--- src/rtl/key_debounce.sv ---
`default_nettype none
// ============================================================================
// Module      : key_debounce
// Description : Per-key 2-flop synchronizer and debounce FSM for active-low
//               pushbuttons. Produces a clean active-high level plus
//               single-cycle press/release pulses, all in the EXTCLK domain.
// Revision    : 1.0 - initial release
// ----------------------------------------------------------------------------
// Ports
//   EXTCLK      in   1         system clock, all logic on the rising edge
//   RST_n       in   1         synchronous active-low reset
//   KEY_n       in   NUM_KEYS  raw asynchronous pushbuttons (0 = pressed)
//   KEY_STATE   out  NUM_KEYS  debounced level (1 = pressed)
//   KEY_PRESS   out  NUM_KEYS  one-cycle pulse when KEY_STATE rises
//   KEY_RELEASE out  NUM_KEYS  one-cycle pulse when KEY_STATE falls
// ============================================================================
module key_debounce #(
  parameter int NUM_KEYS        = 2,
  parameter int DEBOUNCE_CYCLES = 500000
) (
  input  logic                EXTCLK,
  input  logic                RST_n,
  input  logic [NUM_KEYS-1:0] KEY_n,
  output logic [NUM_KEYS-1:0] KEY_STATE,
  output logic [NUM_KEYS-1:0] KEY_PRESS,
  output logic [NUM_KEYS-1:0] KEY_RELEASE
);

  localparam int CNT_W = $clog2(DEBOUNCE_CYCLES);
  // Terminal count: the qualifying sample is the one seen while cnt sits here.
  localparam logic [CNT_W-1:0] CNT_MAX = CNT_W'(DEBOUNCE_CYCLES - 1);

  typedef enum logic [1:0] {
    IDLE         = 2'd0,
    PRESS_WAIT   = 2'd1,
    PRESSED      = 2'd2,
    RELEASE_WAIT = 2'd3
  } state_e;

  generate
    for (genvar k = 0; k < NUM_KEYS; k++) begin : g_key
      logic             sync1_q;
      logic             sync2_q;
      state_e           state_q;
      logic [CNT_W-1:0] cnt_q;
      logic             key_state_q;
      logic             press_q;
      logic             release_q;

      // Synchronizer resets to the released level so no spurious press
      // is seen coming out of reset.
      always_ff @(posedge EXTCLK) begin
        if (!RST_n) begin
          sync1_q <= 1'b1;
          sync2_q <= 1'b1;
        end else begin
          sync1_q <= KEY_n[k];
          sync2_q <= sync1_q;
        end
      end

      // Debounce FSM. Pulses default low every cycle and are raised only
      // on the accepting transition, so they are exactly one cycle wide.
      always_ff @(posedge EXTCLK) begin
        if (!RST_n) begin
          state_q     <= IDLE;
          cnt_q       <= '0;
          key_state_q <= 1'b0;
          press_q     <= 1'b0;
          release_q   <= 1'b0;
        end else begin
          press_q   <= 1'b0;
          release_q <= 1'b0;
          case (state_q)
            IDLE: begin
              if (!sync2_q) begin
                state_q <= PRESS_WAIT;
                cnt_q   <= '0;
              end
            end
            PRESS_WAIT: begin
              if (sync2_q) begin
                // Bounce: fall back to the released state, no event.
                state_q <= IDLE;
                cnt_q   <= '0;
              end else if (cnt_q == CNT_MAX) begin
                state_q     <= PRESSED;
                key_state_q <= 1'b1;
                press_q     <= 1'b1;
              end else begin
                cnt_q <= cnt_q + CNT_W'(1);
              end
            end
            PRESSED: begin
              if (sync2_q) begin
                state_q <= RELEASE_WAIT;
                cnt_q   <= '0;
              end
            end
            RELEASE_WAIT: begin
              if (!sync2_q) begin
                // Bounce: fall back to the pressed state, no event.
                state_q <= PRESSED;
                cnt_q   <= '0;
              end else if (cnt_q == CNT_MAX) begin
                state_q     <= IDLE;
                key_state_q <= 1'b0;
                release_q   <= 1'b1;
              end else begin
                cnt_q <= cnt_q + CNT_W'(1);
              end
            end
            default: begin
              state_q <= IDLE;
              cnt_q   <= '0;
            end
          endcase
        end
      end

      assign KEY_STATE[k]   = key_state_q;
      assign KEY_PRESS[k]   = press_q;
      assign KEY_RELEASE[k] = release_q;
    end
  endgenerate

endmodule
`default_nettype wire

--- config.mk ---
export PLATFORM = sky130hd
export DESIGN_NAME = key_debounce
export DESIGN_NICKNAME = d
export VERILOG_FILES = /design/src/rtl/key_debounce.sv
export SDC_FILE = /design/constraint.sdc
export NUM_CORES = 1
export LEC_CHECK = 0
export CAP_MARGIN = 20
export CORE_ASPECT_RATIO = 0.9
export CORE_MARGIN = 2
export CORE_UTILIZATION = 65
export DETAILED_ROUTE_END_ITERATION = 10
export DONT_BUFFER_PORTS = 1
export GPL_ROUTABILITY_DRIVEN = 0
export GPL_TIMING_DRIVEN = 0
export PLACE_DENSITY = 0.81
export SLEW_MARGIN = 0
export SYNTH_ARGS = -nofsm -noshare
export SYNTH_HDL_FRONTEND = slang
export SYNTH_SLANG_ARGS = --single-unit
--- constraint.sdc ---
create_clock -name EXTCLK -period 3.3 [get_ports EXTCLK]
set_input_delay 0.825 -clock EXTCLK [delete_from_list [all_inputs] [get_ports EXTCLK]]
set_output_delay 0.825 -clock EXTCLK [all_outputs]
set_load 0.02 [all_outputs]
==> results.txt, run 1 <==
setup repair bufs after CTS -> 0
fin. max-slew vios -> 0
largest net degree at the start of global routing -> 19
Final Util -> 70.5%
Final #Nets -> 327
Synth area leader -> dfxtp_1
VDD IR-drop max -> 0.254 mV
Post-CTS Hold Fix Bufs -> 0
WL/cell -> 14.6 um
clock skew -> 0.0120 ns
cts repair resizes -> 0
Setup Total Neg Slack -> 0 ns
Main synth FF type -> dfxtp_1
ANT cells -> 0
I/O Pins -> 10
maximum clock rate -> 420 MHz
Die ar. -> 4620 um^2
met2 wire len -> 2180 um
Critical Path End Type -> flop
initial DRC count -> 209
# rows -> 22
Final ANT Viol Nets -> 0
final non-filler cell total -> 370
post-synth cell types -> 57
clk_lat worst skew -> 0.33 ns
Final Cycle Share -> 72.1%
WHS -> 0.418 ns
core area -> 3990 um^2
DIE HEIGHT -> 64.7 um
CTS root buf -> clkbuf_8
H-tree depth -> 2
worst slew pin tran -> 0.711 ns
Syn Area/Cell -> 8.46 um^2
DR vias/cell -> 6.19
layout cell share with drive strength beyond 1 -> 9.63%
max-capacitance violation count -> 0
unrepaired setup endpoints after global routing -> false
vias in the first global route -> 1964
Highest Signal Layer -> met4
critical path type -> reg -> reg
Met1 Routed Length -> 2740 um
CTS clock-pin slew for the worst setup and hold paths -> 0.10 ns
commonest cells in the netlist -> dfxtp_1, nor2_1, nand2_1
P_leak -> 0.952 nW
top post-synthesis cells by area -> dfxtp_1, nor2_1, nand3_1, o21ai_0, xor2_1
top cell type's share of synthesized area -> 39.2%
DR pass1 iterations -> 5
Synth Cell Area -> 2660 um^2
placed cells -> 362
Arr. time, crit path -> 2.62 ns
min cycle time layout -> 2.38 ns
Power, Total -> 1.07 mW
clk sinks -> 52
startpoint types -> flop
Final setup viols -> 0
Max clock buf depth -> 2
global-route wire length before repair -> 9250 um
initial antenna violation count -> 0
Synth-to-Final Area Change -> 5.89%
Power Density -> 381 nW/um^2
fill count -> 307
Tot GR Track Use -> 25.0%
Rel. slew slack -> 52.3%
synthesized flop and latch total -> 52
# DRC -> 0
largest fanout on the critical path -> 5
post-synthesis cell count -> 314
post-synthesis net count -> 320
register area share after synthesis -> 39.2%
TritonCTS buffer count -> 5
drt total wl -> 5410 um
Worst EP required -> 3.54 ns
status -> complete, no violations
Initial Util -> 66.6%
grt ovf -> 0
cell with the most instances after synthesis -> dfxtp_1
final hold violation count -> 0
width of the die -> 71.4 um
CTS tree -> built
number of synthesized flops with an enable pin -> 0
asr flop ratio synth -> 0%
I/O Buffers -> 0
HPWL Detailed -> 3700 um
Ys Warns -> 0
Via Count -> 2291
met3 routed WL -> 407 um
HP Class -> reg -> reg
[layout make-up]
class,count,area [um^2],share of cell area [%]
buffer,20,124,4.40
inverter,4,15.0,0.534
sequential,52,1040,37.0
tap,48,60.1,2.13
clock inverter,3,27.5,0.978
clock buffer,5,68.8,2.45
multi-input combinational,238,1480,52.5
[where the power goes]
part	total [mW]	internal (mW)	switching [mW]
registers	0.637	0.633	0.00370
logic	0.0390	0.0123	0.0267
clock network	0.396	0.156	0.240
total	1.07	0.801	0.270
[metrics by stage]
stage               cell area, um^2  worst slack, ns
finish                         2810            0.922
CTS                            2810            0.984
global route                   2810            0.890
global placement               2720             1.01
floorplan                      2660             1.27
detailed placement             2720            0.999
[metal layers]
layer  track usage, %  vias up
met5                0        -
met4             8.02        0
met3             4.51        8
met2             36.1       80
met1             37.4     1054
li1                 -     1149
[state kept, by name, indices dropped and copies added, names as in the netlist, named ones only]
signal             count
g_key.cnt_q           38
g_key.key_state_q      2
g_key.press_q          2
g_key.release_q        2
g_key.state_q          2
g_key.sync1_q          2
g_key.sync2_q          2
[critical path: stages (launching register included)]
cell     delay (ns)
dfxtp_1        0.37
or4b_1         0.55
nor4_1         0.50
and4_1         0.36
mux2_1         0.34
o21a_1         0.16
[cell usage in the layout, fill, tap and decap left out, drive strengths merged, types with 3 or more instances in the layout]
cell / n
nand3b: 3
dfxtp: 52
and3: 9
nor2: 30
nand3: 22
xor2: 11
or2: 4
clkbuf: 15
inv: 5
nor3: 8
a21boi: 5
buf: 10
or3: 7
xnor2: 10
and2: 6
a21oi: 13
and4: 7
o21ai: 21
nand4: 15
nand2: 25
nor4: 4
nand2b: 4
or4b: 4
[logic make-up after synthesis]
logic type	Yosys count	share of synthesized area, %
buf+inv	24	5.23
compound gates	58	13.5
fa+ha+maj	2	0.941
flops	52	39.2
xor+xnor	21	6.92
simple gates	154	32.9
mux	3	1.37
[worst paths after layout]
path	slack [ns]	cells after the start	end	startpoint
worst max-delay path	0.92	5	g_key[0].key_state_q	g_key[0].cnt_q[11]
worst min-delay path	0.42	1	g_key[0].sync2_q	g_key[0].sync1_q
worst max register to register	0.92	5	g_key[0].key_state_q	g_key[0].cnt_q[11]
worst min register to register	0.42	1	g_key[0].sync2_q	g_key[0].sync1_q
No activity file was read; power rests on OpenSTA's default activity.
==> run 2, diff against run 1 <==
Settings changed: CORE_UTILIZATION 65 to 63, PLACE_DENSITY 0.81 to 0.79.
Clock period 3.3 ns to 2.3 ns, I/O delays scaled along.
==> run 2 against run 1 <==
Combinational power grew 45%. Core utilization shrank 1.2 points. First-iteration DRC count shrank 25%. Hold slack lost 0.057 ns. Largest cell class unchanged. Clock-buffer cell count is the same. Sequential power grew 43%. Highest routed layer unchanged. Sequential cell count is the same. Largest power group unchanged. Worst setup slack lost 0.81 ns.
==> results.txt, run 2 (synthesis results as in run 1) <==
drt total wl -> 5390 um (-0.24%)
width of the die -> 72.5 um (+1.5%)
Final ANT Viol Nets -> 0 (unchanged)
largest fanout on the critical path -> 5 (unchanged)
startpoint types -> flop
worst slew pin tran -> 0.697 ns (-0.0132 ns)
Rel. slew slack -> 53.1% (+0.88 points)
Critical Path End Type -> flop
area of the multi-input gates -> 1490 um^2 (+1.1%)
layout cell share with drive strength beyond 1 -> 10.2% (+0.62 points)
P_leak -> 0.972 nW (+2.0%)
most common cell after layout, fill and taps aside -> dfxtp_1
clk sinks -> 52 (unchanged)
Power, Total -> 1.50 mW (+40%)
placed cells -> 362 (unchanged)
fin. max-slew vios -> 0 (unchanged)
Arr. time, crit path -> 2.41 ns (-0.21 ns)
maximum clock rate -> 456 MHz (+8.5%)
initial antenna violation count -> 0 (unchanged)
DR vias/cell -> 6.11 (-1.4%)
vias in the first global route -> 1998 (+1.7%)
global-route wire length before repair -> 9280 um (+0.37%)
Die ar. -> 4750 um^2 (+3.0%)
grt ovf -> 0 (unchanged)
setup repair bufs after CTS -> 0 (unchanged)
Final Cycle Share -> 95.3% (+23 points)
core area -> 4070 um^2 (+2.1%)
CTS tree -> built
delay-heaviest family, CP -> simple AND/OR/NAND/NOR gates
Worst path max stage delay -> 0.60 ns (+0.05 ns)
largest net degree at the start of global routing -> 18 (-1)
clock skew -> 0.0111 ns (-0.000878 ns)
final hold violation count -> 0 (unchanged)
Power Density -> 532 nW/um^2 (+40%)
I/O Pins -> 10 (unchanged)
DR pass1 iterations -> 5 (unchanged)
worst path cell trace -> or4b_1 > nor4_4 > and4_2 > mux2_1 > o21a_1
Worst EP required -> 2.51 ns (-1.03 ns)
cts repair resizes -> 1 (+1)
TritonCTS buffer count -> 5 (unchanged)
max-capacitance violation count -> 0 (unchanged)
# DRC -> 0 (unchanged)
HPWL Detailed -> 3780 um (+2.1%)
Max clock buf depth -> 2 (unchanged)
CTS clock-pin slew for the worst setup and hold paths -> 0.10 ns (about the same)
Setup WS pre-CTS -> -0.00298 ns (-1.00 ns)
Post-CTS Hold Fix Bufs -> 0 (unchanged)
WL/cell -> 14.6 um (-0.24%)
Biggest register -> g_key.cnt_q
final instance area -> 2830 um^2 (+0.40%)
Final setup viols -> 0 (unchanged)
clk_lat worst skew -> 0.31 ns (-0.02 ns)
critical path type -> reg -> reg
Via Count -> 2260 (-1.4%)
Initial Util -> 65.2% (-1.3 points)
cell with the largest stage delay on the worst path -> or4b_1
Tot GR Track Use -> 24.5% (-0.44 points)
I/O Buffers -> 0 (unchanged)
fill count -> 333 (+8.5%)
Setup WS post-layout -> 0.108 ns (-0.814 ns)
unrepaired setup endpoints after global routing -> false
VDD IR-drop max -> 0.360 mV (+42%)
Final #Nets -> 327 (unchanged)
Final Util -> 69.3% (-1.2 points)
initial DRC count -> 157 (-25%)
DIE HEIGHT -> 65.6 um (+1.5%)
Setup Total Neg Slack -> 0 ns (unchanged)
# rows -> 22 (unchanged)
final non-filler cell total -> 370 (unchanged)
DP Area -> 2720 um^2 (unchanged)
WHS -> 0.361 ns (-0.0569 ns)
status -> complete, no violations
commonest cells after routing, fill and taps aside -> dfxtp_1, nor2_1, nand2_1
ANT cells -> 0 (unchanged)
storage element area -> 1040 um^2 (unchanged)
CTS root buf -> clkbuf_8
min cycle time layout -> 2.19 ns (-0.186 ns)
Buf/Inv on CP -> 0 (unchanged)
HP Class -> in -> reg
Synth-to-Final Area Change -> 6.31%
H-tree depth -> 2 (unchanged)
max reg flops -> 38 (unchanged)
## run 2: cell types whose count changed in the layout (fill, tap and decap cells not counted)
cell	previous run	this run
and4_1	6	5
and4_2	1	2
clkinv_2	0	1
clkinvlp_4	1	0
inv_6	0	1
inv_8	1	0
nor4_1	3	2
nor4_4	1	2
## run 2: cell type report
| cell class | instances | area share (%) |
|---|---|---|
| tap | 48 | 2.13 |
| buffer | 20 | 4.38 |
| sequential | 52 | 36.8 |
| clock inverter | 3 | 0.797 |
| multi-input combinational | 238 | 52.9 |
| inverter | 4 | 0.531 |
| clock buffer | 5 | 2.44 |
## run 2: worst paths after layout
kind	start	endpoint	slack [ns]	cells past startpoint
worst min-delay path	KEY_n[0]	g_key[0].sync1_q	0.36	1
worst max-delay path	g_key[0].cnt_q[11]	g_key[0].key_state_q	0.11	5
worst min register to register	g_key[0].sync1_q	g_key[0].sync2_q	0.41	1
worst max register to register	g_key[0].cnt_q[11]	g_key[0].key_state_q	0.11	5
## run 2: layer usage
metal | vias to the layer above | share of wire, % | global-route usage [%]
met4 | 0 | 0.78 | 6.48
met5 | - | 0 | 0
li1 | 1147 | - | -
met3 | 4 | 6.3 | 4.29
met2 | 73 | 41 | 36.2
met1 | 1036 | 52 | 36.7
## run 2: worst register-to-register path, stage by stage (launching register included)
cell and delay [ns]:
dfxtp_1 0.37, or4b_1 0.60, nor4_4 0.32, and4_2 0.33, mux2_1 0.33, o21a_1 0.16
## run 2: where the power goes
part | switching [mW] | leakage [nW] | total (mW) | internal (mW)
Combinational | 0.0389 | 0.503 | 0.0565 | 0.0176
Sequential | 0.00541 | 0.420 | 0.914 | 0.908
Clock | 0.313 | 0.0485 | 0.532 | 0.219
Total | 0.358 | 0.972 | 1.50 | 1.14
